### src/rtl/branch_unit_if.sv
// rtl/branch_unit_if.sv - branch request, target LUT write and branch result bundle
//
// Purpose: groups every signal between the decode/ALU side and branch_unit so
// the resolver is connected through one port.
// Modports:
//   master - drives prog_ctr, br_valid, br_op, lut_idx, zero_flag, neg_flag,
//            lut_we, lut_waddr, lut_wdata; observes branchFlag, target, phase, ras_err
//   slave  - the resolver side (directions mirrored)
interface branch_unit_if #(
    parameter int D      = 12,
    parameter int LUT_AW = 4
);
    logic [D-1:0]      prog_ctr;
    logic              br_valid;
    logic [2:0]        br_op;
    logic [LUT_AW-1:0] lut_idx;
    logic              zero_flag;
    logic              neg_flag;
    logic              lut_we;
    logic [LUT_AW-1:0] lut_waddr;
    logic [D-1:0]      lut_wdata;
    logic              branchFlag;
    logic [D-1:0]      target;
    logic [2:0]        phase;
    logic              ras_err;

    modport master (
        output prog_ctr, br_valid, br_op, lut_idx, zero_flag, neg_flag,
               lut_we, lut_waddr, lut_wdata,
        input  branchFlag, target, phase, ras_err
    );

    modport slave (
        input  prog_ctr, br_valid, br_op, lut_idx, zero_flag, neg_flag,
               lut_we, lut_waddr, lut_wdata,
        output branchFlag, target, phase, ras_err
    );
endinterface

### src/rtl/branch_unit.sv
// rtl/branch_unit.sv - slot-aligned branch resolver with target LUT and optional return-address stack
//
// Purpose: captures one branch request per instruction slot, evaluates its
// condition against the sampled flags and presents branchFlag/target to the PC
// during phase 0 of the following slot.
// Optional feature macro: BRANCH_UNIT_RAS_EN (return-address stack for CALL/RET).
// Ports:
//   clk   - clock
//   reset - synchronous, active-high
//   bus   - branch_unit_if.slave: request (prog_ctr, br_valid, br_op, lut_idx,
//           zero_flag, neg_flag), LUT write (lut_we, lut_waddr, lut_wdata),
//           results (branchFlag, target, phase, ras_err)
module branch_unit #(
    parameter int D         = 12,
    parameter int PHASES    = 6,
    parameter int LUT_AW    = 4,
    parameter int RAS_DEPTH = 4
) (
    input  logic         clk,
    input  logic         reset,
    branch_unit_if.slave bus
);
    localparam logic [2:0] OP_JMP  = 3'b000;
    localparam logic [2:0] OP_BRZ  = 3'b001;
    localparam logic [2:0] OP_BRNZ = 3'b010;
    localparam logic [2:0] OP_BRN  = 3'b011;
    localparam logic [2:0] OP_CALL = 3'b100;
    localparam logic [2:0] OP_RET  = 3'b101;

    localparam logic [2:0] PH_LAST = 3'(PHASES - 1);

    logic [2:0]        phase_q, phase_d;
    logic              pend_q;
    logic [2:0]        op_q;
    logic [LUT_AW-1:0] idx_q;
    logic              zero_q;
    logic              neg_q;
    logic              flag_q;
    logic [D-1:0]      tgt_q;
    logic [D-1:0]      lut_q [2**LUT_AW];

    logic              commit;
    logic              taken_d;
    logic [D-1:0]      tgt_d;
    logic              ras_nonempty;
    logic [D-1:0]      ras_top;

    // The edge ending the last phase is the one the PC-facing outputs update on.
    assign commit  = (phase_q == PH_LAST);
    assign phase_d = commit ? 3'd0 : phase_q + 3'd1;

    always_comb begin
        taken_d = 1'b0;
        case (op_q)
            OP_JMP, OP_CALL: taken_d = 1'b1;
            OP_BRZ:          taken_d = zero_q;
            OP_BRNZ:         taken_d = !zero_q;
            OP_BRN:          taken_d = neg_q;
            OP_RET:          taken_d = ras_nonempty;
            default:         taken_d = 1'b0;
        endcase
        if (!pend_q) begin
            taken_d = 1'b0;
        end
        tgt_d = '0;
        if (taken_d) begin
            tgt_d = (op_q == OP_RET) ? ras_top : lut_q[idx_q];
        end
    end

    // Outputs load only from the pending registers, so a request arriving in
    // the commit cycle itself waits for the next slot.
    always_ff @(posedge clk) begin
        if (reset) begin
            phase_q <= 3'd0;
            pend_q  <= 1'b0;
            op_q    <= 3'd0;
            idx_q   <= '0;
            zero_q  <= 1'b0;
            neg_q   <= 1'b0;
            flag_q  <= 1'b0;
            tgt_q   <= '0;
        end else begin
            phase_q <= phase_d;
            if (commit) begin
                flag_q <= taken_d;
                tgt_q  <= tgt_d;
            end else begin
                flag_q <= 1'b0;
                tgt_q  <= '0;
            end
            if (bus.br_valid) begin
                pend_q <= 1'b1;
                op_q   <= bus.br_op;
                idx_q  <= bus.lut_idx;
                zero_q <= bus.zero_flag;
                neg_q  <= bus.neg_flag;
            end else if (commit) begin
                pend_q <= 1'b0;
            end
        end
    end

    // Target table survives reset; a write on the commit edge is seen by the next commit.
    always_ff @(posedge clk) begin
        if (bus.lut_we) begin
            lut_q[bus.lut_waddr] <= bus.lut_wdata;
        end
    end

`ifdef BRANCH_UNIT_RAS_EN
    localparam int RW = (RAS_DEPTH > 1) ? $clog2(RAS_DEPTH) : 1;
    localparam int CW = $clog2(RAS_DEPTH + 1);

    logic [D-1:0]  ret_q;
    logic [D-1:0]  ras_q [RAS_DEPTH];
    logic [CW-1:0] cnt_q;
    logic          err_q;
    logic [CW-1:0] top_sel;
    logic          do_push;
    logic          do_pop;

    always_ff @(posedge clk) begin
        if (reset) begin
            ret_q <= '0;
        end else if (bus.br_valid) begin
            ret_q <= bus.prog_ctr + D'(1);
        end
    end

    assign top_sel      = cnt_q - CW'(1);
    assign ras_nonempty = (cnt_q != '0);
    assign ras_top      = ras_q[top_sel[RW-1:0]];
    assign do_push      = commit && pend_q && (op_q == OP_CALL);
    assign do_pop       = commit && pend_q && (op_q == OP_RET);

    // Entry 0 is the oldest; a push onto a full stack shifts it out.
    always_ff @(posedge clk) begin
        if (reset) begin
            cnt_q <= '0;
            err_q <= 1'b0;
        end else if (do_push) begin
            if (cnt_q == CW'(RAS_DEPTH)) begin
                for (int i = 0; i < RAS_DEPTH - 1; i++) begin
                    ras_q[i] <= ras_q[i+1];
                end
                ras_q[RAS_DEPTH-1] <= ret_q;
                err_q <= 1'b1;
            end else begin
                ras_q[cnt_q[RW-1:0]] <= ret_q;
                cnt_q <= cnt_q + CW'(1);
            end
        end else if (do_pop) begin
            if (ras_nonempty) begin
                cnt_q <= cnt_q - CW'(1);
            end else begin
                err_q <= 1'b1;
            end
        end
    end

    assign bus.ras_err = err_q;
`else
    logic unused_ras_inputs;

    assign ras_nonempty      = 1'b0;
    assign ras_top           = '0;
    assign unused_ras_inputs = ^{bus.prog_ctr, 32'(RAS_DEPTH)};
    assign bus.ras_err       = 1'b0;
`endif

    assign bus.branchFlag = flag_q;
    assign bus.target     = tgt_q;
    assign bus.phase      = phase_q;
endmodule

### src/flat_wrapper.sv
// flat-port wrapper written by rule: the top's interface ports become plain ports
module branch_unit_flat 
#(
    parameter int D         = 12,
    parameter int PHASES    = 6,
    parameter int LUT_AW    = 4,
    parameter int RAS_DEPTH = 4
)
  (clk, reset, bus_prog_ctr, bus_br_valid, bus_br_op, bus_lut_idx, bus_zero_flag, bus_neg_flag, bus_lut_we, bus_lut_waddr, bus_lut_wdata, bus_branchFlag, bus_target, bus_phase, bus_ras_err);
  branch_unit_if #(.D(D), .LUT_AW(LUT_AW)) bus_i ();
  input  logic clk;
  input  logic reset;
  input wire logic [$bits(bus_i.prog_ctr)-1:0] bus_prog_ctr;
  input wire logic [$bits(bus_i.br_valid)-1:0] bus_br_valid;
  input wire logic [$bits(bus_i.br_op)-1:0] bus_br_op;
  input wire logic [$bits(bus_i.lut_idx)-1:0] bus_lut_idx;
  input wire logic [$bits(bus_i.zero_flag)-1:0] bus_zero_flag;
  input wire logic [$bits(bus_i.neg_flag)-1:0] bus_neg_flag;
  input wire logic [$bits(bus_i.lut_we)-1:0] bus_lut_we;
  input wire logic [$bits(bus_i.lut_waddr)-1:0] bus_lut_waddr;
  input wire logic [$bits(bus_i.lut_wdata)-1:0] bus_lut_wdata;
  output wire logic [$bits(bus_i.branchFlag)-1:0] bus_branchFlag;
  output wire logic [$bits(bus_i.target)-1:0] bus_target;
  output wire logic [$bits(bus_i.phase)-1:0] bus_phase;
  output wire logic [$bits(bus_i.ras_err)-1:0] bus_ras_err;
  assign bus_i.prog_ctr = bus_prog_ctr;
  assign bus_i.br_valid = bus_br_valid;
  assign bus_i.br_op = bus_br_op;
  assign bus_i.lut_idx = bus_lut_idx;
  assign bus_i.zero_flag = bus_zero_flag;
  assign bus_i.neg_flag = bus_neg_flag;
  assign bus_i.lut_we = bus_lut_we;
  assign bus_i.lut_waddr = bus_lut_waddr;
  assign bus_i.lut_wdata = bus_lut_wdata;
  assign bus_branchFlag = bus_i.branchFlag;
  assign bus_target = bus_i.target;
  assign bus_phase = bus_i.phase;
  assign bus_ras_err = bus_i.ras_err;
  branch_unit #(.D(D), .PHASES(PHASES), .LUT_AW(LUT_AW), .RAS_DEPTH(RAS_DEPTH)) u_core (.clk(clk), .reset(reset), .bus(bus_i));
endmodule
### config.mk
export PLATFORM = sky130hd
export DESIGN_NAME = branch_unit_flat
export DESIGN_NICKNAME = d
export VERILOG_FILES = /design/src/rtl/branch_unit_if.sv /design/src/rtl/branch_unit.sv /design/src/flat_wrapper.sv
export SDC_FILE = /design/constraint.sdc
export NUM_CORES = 1
export LEC_CHECK = 0
export ABC_AREA = 1
export BUFFER_PORTS_ARGS = -buffer_cell sky130_fd_sc_hd__buf_2
export CORE_UTILIZATION = 54
export CTS_CLUSTER_DIAMETER = 200
export CTS_CLUSTER_SIZE = 10
export DETAILED_ROUTE_END_ITERATION = 16
export GPL_TIMING_DRIVEN = 0
export PLACE_DENSITY = 0.8
export SLEW_MARGIN = 20
export SYNTH_ARGS = -nofsm -noshare
export SYNTH_HDL_FRONTEND = slang
export SYNTH_SLANG_ARGS = --single-unit
### constraint.sdc
create_clock -name clk -period 1.4 [get_ports clk]
set_input_delay 0.28 -clock clk [delete_from_list [all_inputs] [get_ports clk]]
set_output_delay 0.28 -clock clk [all_outputs]
set_load 0.05 [all_outputs]
==> key figures, run 1 <==
Setup path
  – Worst-path cell chain: buf_2 -> clkbuf_4 -> nand3_1 -> nand2_1 -> nand2_1 -> nand2_1 -> nor2_1
  – Critical path required time: 1.81 ns
  – Crit Path Class: register to register
  – Crit path largest cell delay: 0.31 ns
  – Critical Path Fanout Max: 10
  – Worst path slowest cell: dfxtp_1
  – Crit. End Element: register
  – Arrival @ worst endpoint: 1.97 ns
  – Worst setup SP type: register
  – Delay-heaviest family, CP: simple AND/OR/NAND/NOR gates
  – Most frequent CP cell: nand2_1
  – WP buf/inv: 2

Placement
  – DP HPWL: 13,900 µm
  – Dpl ws: -0.640 ns
  – PortBufs: 44
  – GPL Wtd Cong: 0.888

Global routing
  – First-pass GRT wire length: 34,700 µm
  – GRT Total Usage: 26.7%
  – Gr ovfl total: 0
  – Vias in the first global route: 6,343
  – Initial antenna violation count: 0
  – Largest net degree at the start of global routing: 17

Layout
  – Area Overhead vs Synth: 18.3%
  – Nets: 1,039
  – N_diodes: 0
  – Fill cell count: 1,155
  – Share of layout cells above drive strength 1: 17.0%

Timing
  – Slew HR: 48.3%
  – Clock skew: 0.00937 ns
  – Final Hold Viols: 0
  – Final period util: 111%
  – Fmax: 643 MHz
  – Min Tclk post-route: 1.56 ns
  – Hold slack: 0.0179 ns
  – Final Setup Violations: 12
  – Measured slew at the worst slew-check pin: 0.774 ns
  – RSZ-0062 raised after global routing: yes
  – Slew Viols, Final: 0
  – Final WS setup: -0.156 ns

Floorplanning
  – # rows: 47
  – Die Height: 133 µm
  – Die footprint: 0.0176 mm²
  – Die X: 133 µm
  – Initial core utilization: 55.5%
  – Num ports: 58
  – Core ar.: 0.0166 mm²

CTS
  – CTS tree: yes
  – Clock Pin Slew Worst Setup and Hold Paths: 0.06 ns
  – Worst skew pair latency: 0.53 ns
  – H-tree levels: 1
  – CTS sink count: 218
  – Buffer depth of the longest clock path: 3
  – Clock buffer count from CTS: 25
  – Root buf cell: clkbuf_16

Status
  – Failing checks: negative setup slack
  – Outcome: complete, but fails checks

Yosys
  – Yosys Warn Count: 0
  – Post-synth top area cell: edfxtp_1
  – Async set-or-reset flop fraction in the synthesized netlist: 0%
  – EDFF count, synth: 192
  – Avg Cell Area, Syn: 10.1 µm²
  – Ys flop type: edfxtp_1
  – Netlist Area Pre-Place: 0.00924 mm²
  – Yosys cell types: 22
  – Syn_nets: 958
  – Area contributors post-synth: edfxtp_1 (62%), nand2_1 (11%), nand3_1 (7.1%), inv_1 (7.1%), dfxtp_1 (5.6%)
  – Most common cell in the netlist: nand2_1
  – Mapped Cells: 915
  – #FFs+latches synth: 218
  – Top cell type's share of synthesized area: 62.4%
  – Post-synthesis sequential area ratio: 68.0%
  – Post-synth top cells: nand2_1 (265), edfxtp_1 (192), inv_1 (174)

Power and ir drop
  – Clock power share: 40.4%
  – Max IR drop VDD: 0.000849 V
  – Sw Share: 23.5%
  – Reg power frac: 50.3%
  – Static Leak: 4.75 nW
  – P_int: 11.1 mW
  – Power share of the combinational group: 9.3%
  – PD cells: 1320 mW/mm²
  – P_sw: 3.40 mW

Drt
  – WL final: 23,200 µm
  – Detailed-route vias per instance: 5.41
  – First drt pass iteration count: 5
  – Wire per inst: 18.8 µm
  – Post-DRT Antenna Nets: 0
  – Drt initial violations: 774
  – DRC: 0
  – Vias: 6,677

Hold path
  – Path category of the worst min-delay check: primary input to register

Run
  – Max-cap violation count: 0
cells in the final DEF (no fill, tap or decap), types with 2 or more instances in the layout:
| cell | instances |
|---|---|
| a21oi_1 | 9 |
| nand2_2 | 5 |
| nand2_1 | 260 |
| clkbuf_16 | 25 |
| buf_8 | 5 |
| nor2_2 | 19 |
| ha_1 | 2 |
| buf_6 | 11 |
| clkbuf_1 | 21 |
| clkbuf_2 | 4 |
| a21oi_4 | 2 |
| dfxtp_1 | 21 |
| buf_4 | 13 |
| edfxtp_1 | 192 |
| nand3_1 | 116 |
| clkbuf_4 | 7 |
| a21oi_2 | 7 |
| inv_1 | 174 |
| nand3_2 | 15 |
| buf_12 | 5 |
| nand3b_1 | 2 |
| buf_2 | 44 |
| o21ai_0 | 9 |
| inv_2 | 2 |
| dfxtp_2 | 5 |
| nor2_1 | 26 |
| dlygate4sd3_1 | 5 |
power groups by stage:
stage	Clock [mW]	Sequential (mW)	Combinational [mW]
after global routing	6.05	7.28	1.43
final	5.84	7.27	1.35
after global placement	0	7.39	1.08
after floorplan	0	7.42	0.644
after detailed placement	0	7.40	1.11
after CTS	5.80	7.27	1.25
final timing paths:
check | from | to | slack, ns | cells after the start
worst min-delay path | bus_lut_idx[3] | u_core.idx_q[3]$_SDFFE_PP0P_ | 0.02 | 3
worst min register to register | u_core.bus.phase[0]$_SDFF_PP0_ | u_core.bus.phase[0]$_SDFF_PP0_ | 0.43 | 1
worst max register to register | u_core.idx_q[2]$_SDFFE_PP0P_ | u_core.bus.target[10]$_SDFF_PP0_ | -0.16 | 7
worst max-delay path | u_core.idx_q[2]$_SDFFE_PP0P_ | u_core.bus.target[10]$_SDFF_PP0_ | -0.16 | 7
per-layer routing:
layer	part of all wire (%)	wire [µm]	GRT usage (%)
met1	39	8960	35.5
met2	47	10800	42.8
met3	11	2550	5.06
met4	3.6	833	11.7
met5	0	0	0
registers in the layout (all words and copies together), names as in the netlist:
register               count
u_core.bus.branchFlag      1
u_core.bus.phase           3
u_core.bus.target         12
u_core.idx_q               4
u_core.lut_q             192
u_core.neg_q               1
u_core.op_q                3
u_core.pend_q              1
u_core.zero_q              1
cell families (layout without fill, tap and decap cells):
| logic type | Yosys count | after routing | share of synthesized area (%) |
|---|---|---|---|
| other cells | 1 | 1 | 0.0406 |
| compound gates | 28 | 28 | 1.56 |
| simple gates | 445 | 445 | 20.0 |
| fa+ha+maj | 2 | 2 | 0.271 |
| flops | 218 | 218 | 68.0 |
| xor+xnor | 1 | 1 | 0.0948 |
| buf+inv | 220 | 320 | 10.0 |
final cells by class:
class | instances | area, µm² | area share, %
Buffer | 43 | 412 | 3.77
Inverter | 177 | 672 | 6.15
Clock buffer | 45 | 711 | 6.50
Multi-Input combinational cell | 477 | 2220 | 20.3
Clock inverter | 1 | 8.76 | 0.0801
Timing Repair Buffer | 54 | 339 | 3.10
Tap cell | 220 | 275 | 2.52
Sequential cell | 218 | 6290 | 57.6
metrics by stage:
step | TNS (ns) | util [%] | instances | total power [mW] | cell area [µm²]
finish | -0.847 | 65.7 | 1235 | 14.5 | 10900
floorplan | -0.605 | - | 915 | 8.07 | 9240
detailed placement | -101.47 | 58.5 | 1179 | 8.50 | 9740
global route | -1.21 | 65.7 | 1235 | 14.8 | 10900
CTS | -6.13 | 64.7 | 1234 | 14.3 | 10800
global placement | -100.12 | 58.5 | 1179 | 8.47 | 9740
worst reg2reg max path, cell delays in order, from the launching register on:
cell and delay [ns]:
dfxtp_1 0.31, buf_2 0.25, clkbuf_4 0.31, nand3_1 0.16, nand2_1 0.17, nand2_1 0.08
nand2_1 0.12, nor2_1 0.06
what timing repair did:
| item | 4_1_cts | 5_1_grt |
|---|---|---|
| endpoints found under the hold margin | 5 | 0 |
| pin swaps | 5 | 10 |
| setup buffers | 4 | 1 |
| endpoints found under the setup margin | 98 | 89 |
| resized for setup | 65 | 37 |
| hold buffers | 5 | 0 |
No activity file was read; power rests on OpenSTA's default activity.
==> run 2, diff against run 1 <==
--- a/config.mk
+++ b/config.mk
@@ -13,6 +13,7 @@
 export DETAILED_ROUTE_END_ITERATION = 16
 export GPL_TIMING_DRIVEN = 0
 export PLACE_DENSITY = 0.8
+export REMOVE_ABC_BUFFERS = 1
 export SLEW_MARGIN = 20
 export SYNTH_ARGS = -nofsm -noshare
 export SYNTH_HDL_FRONTEND = slang
==> run 2 against run 1 <==
  * Register-to-register slack better by 0.09 ns
  * Routed wire length down 0.60%
  * Highest routed layer unchanged
  * Critical path type unchanged
  * Largest power group unchanged
  * Critical path depth unchanged
  * Maximum frequency up 6.1%
  * The flow still finishes with violations (negative setup slack)
  * Critical endpoint is now u_core.bus.target[3]$_SDFF_PP0_
  * Via count down 1.4%
==> key figures, run 2 (synthesis results as in run 1) <==
Drt
  – Detailed-route vias per instance: 5.43
  – First drt pass iteration count: 6
  – Vias: 6,585
  – DRC: 0
  – Post-DRT Antenna Nets: 0
  – Drt initial violations: 789
  – Wire per inst: 19.0 µm
  – WL final: 23,000 µm

Power and ir drop
  – Static Leak: 4.68 nW
  – PD cells: 1320 mW/mm²
  – Max IR drop VDD: 0.00110 V
  – Final Total Pwr: 14.3 mW

Setup path
  – Critical Path Fanout Max: 24
  – Most frequent CP cell: nand3_1
  – Crit Path Class: register to register
  – Crit path largest cell delay: 0.38 ns
  – Worst-path cell chain: clkbuf_16 -> inv_12 -> nand2_1 -> nand3_1 -> nand3_1 -> a21oi_2 -> nor2_1
  – Start of the worst register-to-register path: u_core.idx_q[0]$_SDFFE_PP0P_
  – Arrival @ worst endpoint: 1.87 ns
  – Worst reg2reg path depth: 7
  – CP Launch Point: u_core.idx_q[0]$_SDFFE_PP0P_
  – Critical path required time: 1.80 ns
  – R2r setup slk: -0.07 ns
  – Crit. End Element: register
  – Worst path slowest cell: dfxtp_4
  – Worst setup SP type: register

Layout
  – Post-Layout Cell Count: 1,213
  – Nets: 1,017
  – N_diodes: 0
  – Fill cell count: 1,187
  – Final instance area: 0.0109 mm²
  – Most frequent cells in the layout: nand2_1 (262), edfxtp_1 (192), inv_1 (173)
  – Area Overhead vs Synth: 17.8%
  – Max reg flops: 192
  – Reg with most FFs: u_core.lut_q
  – Share of layout cells above drive strength 1: 13.9%
  – Commonest non-fill, non-tap cell in the layout: nand2_1
  – Util after Layout: 65.4%

Placement
  – GPL Wtd Cong: 0.759
  – Total placed cells including tap cells: 1,140
  – Cell Area, Placed: 0.00958 mm²
  – PortBufs: 44
  – Dpl ws: -0.924 ns
  – DP HPWL: 10,500 µm

CTS
  – Clock Pin Slew Worst Setup and Hold Paths: 0.05 ns
  – CTS tree: yes
  – Worst skew pair latency: 0.52 ns
  – Buffer depth of the longest clock path: 3
  – H-tree levels: 1
  – Clock buffer count from CTS: 25
  – Root buf cell: clkbuf_16
  – CTS sink count: 218

Floorplanning
  – Num ports: 58
  – Die footprint: 0.0176 mm²
  – # rows: 47
  – Core ar.: 0.0166 mm²
  – Die Height: 133 µm
  – Initial core utilization: 55.5%
  – Die X: 133 µm

Global routing
  – GRT Total Usage: 24.2%
  – Vias in the first global route: 6,135
  – Initial antenna violation count: 0
  – First-pass GRT wire length: 32,200 µm
  – Largest net degree at the start of global routing: 98
  – Gr ovfl total: 0

Timing
  – Slew HR: 34.6%
  – Slew Viols, Final: 0
  – Final Setup Violations: 3
  – Measured slew at the worst slew-check pin: 0.981 ns
  – Final WS setup: -0.0673 ns
  – Final Hold Viols: 0
  – Final period util: 105%
  – RSZ-0062 raised after global routing: yes
  – Clock skew: 0.0135 ns
  – Hold slack: 0.0144 ns
  – TNS Setup: -0.0769 ns
  – Min Tclk post-route: 1.47 ns
  – Fmax: 682 MHz

Hold path
  – Hold path depth: 3
  – Hold path start: bus_br_op[1]
  – Path category of the worst min-delay check: primary input to register

Status
  – Outcome: complete, but fails checks
  – Failing checks: negative setup slack

Run
  – Max-cap violation count: 0
[run 2: cell types whose count changed in the layout (fill, tap and decap cells not counted), sizes merged]
cell         before  now
buf              79   61
clkbuf           58   53
clkinv            0    3
dlygate4sd3       5    2
inv             178  179
[run 2: final timing paths]
check,to
setup / recovery,u_core.bus.target[3]$_SDFF_PP0_
setup reg to reg,u_core.bus.target[3]$_SDFF_PP0_
hold reg to reg,u_core.op_q[0]$_SDFFE_PP0P_
hold / removal,u_core.op_q[1]$_SDFFE_PP0P_
[run 2: cell type report]
type	instances	area (µm²)	area share, %
multi-input cells	477	2120	19.5
repair inverters	4	68.8	0.632
clock inverters	1	8.76	0.0804
clock buffers	45	711	6.53
flip-flops and latches	218	6300	57.9
repair buffers	71	683	6.27
inverters	177	719	6.61
well taps	220	275	2.53
[run 2: where the power goes]
| group | total [mW] | internal (mW) | switching [mW] |
|---|---|---|---|
| clock | 5.80 | 3.40 | 2.40 |
| sequential | 7.31 | 7.22 | 0.0897 |
| combinational | 1.21 | 0.416 | 0.797 |
[run 2: critical path, delay by kind of cell (launching register included)]
family	cells	cell delay (ns)
buffers and inverters	2	0.36
DFF	1	0.38
and+or+nand+nor	4	0.45
AOI/OAI and AO/OA	1	0.16
[run 2: per-layer routing]
layer	track usage (%)	share of wire (%)	vias up	routed length [µm]
li1	-	-	3037	-
met1	33.3	39	3075	8950
met2	39.2	47	423	10800
met3	4.41	11	50	2640
met4	7.28	2.7	0	615
met5	0	0	-	0
[run 2: timing repair]
item | 4_1_cts | 5_1_grt
gates resized for setup | 20 | 38
setup buffers | 9 | 5
hold buffers | 2 | 0
endpoints found under the hold margin | 2 | 0
pin swaps | 0 | 6
gates cloned | 0 | 11
setup endpoints to repair | 20 | 29
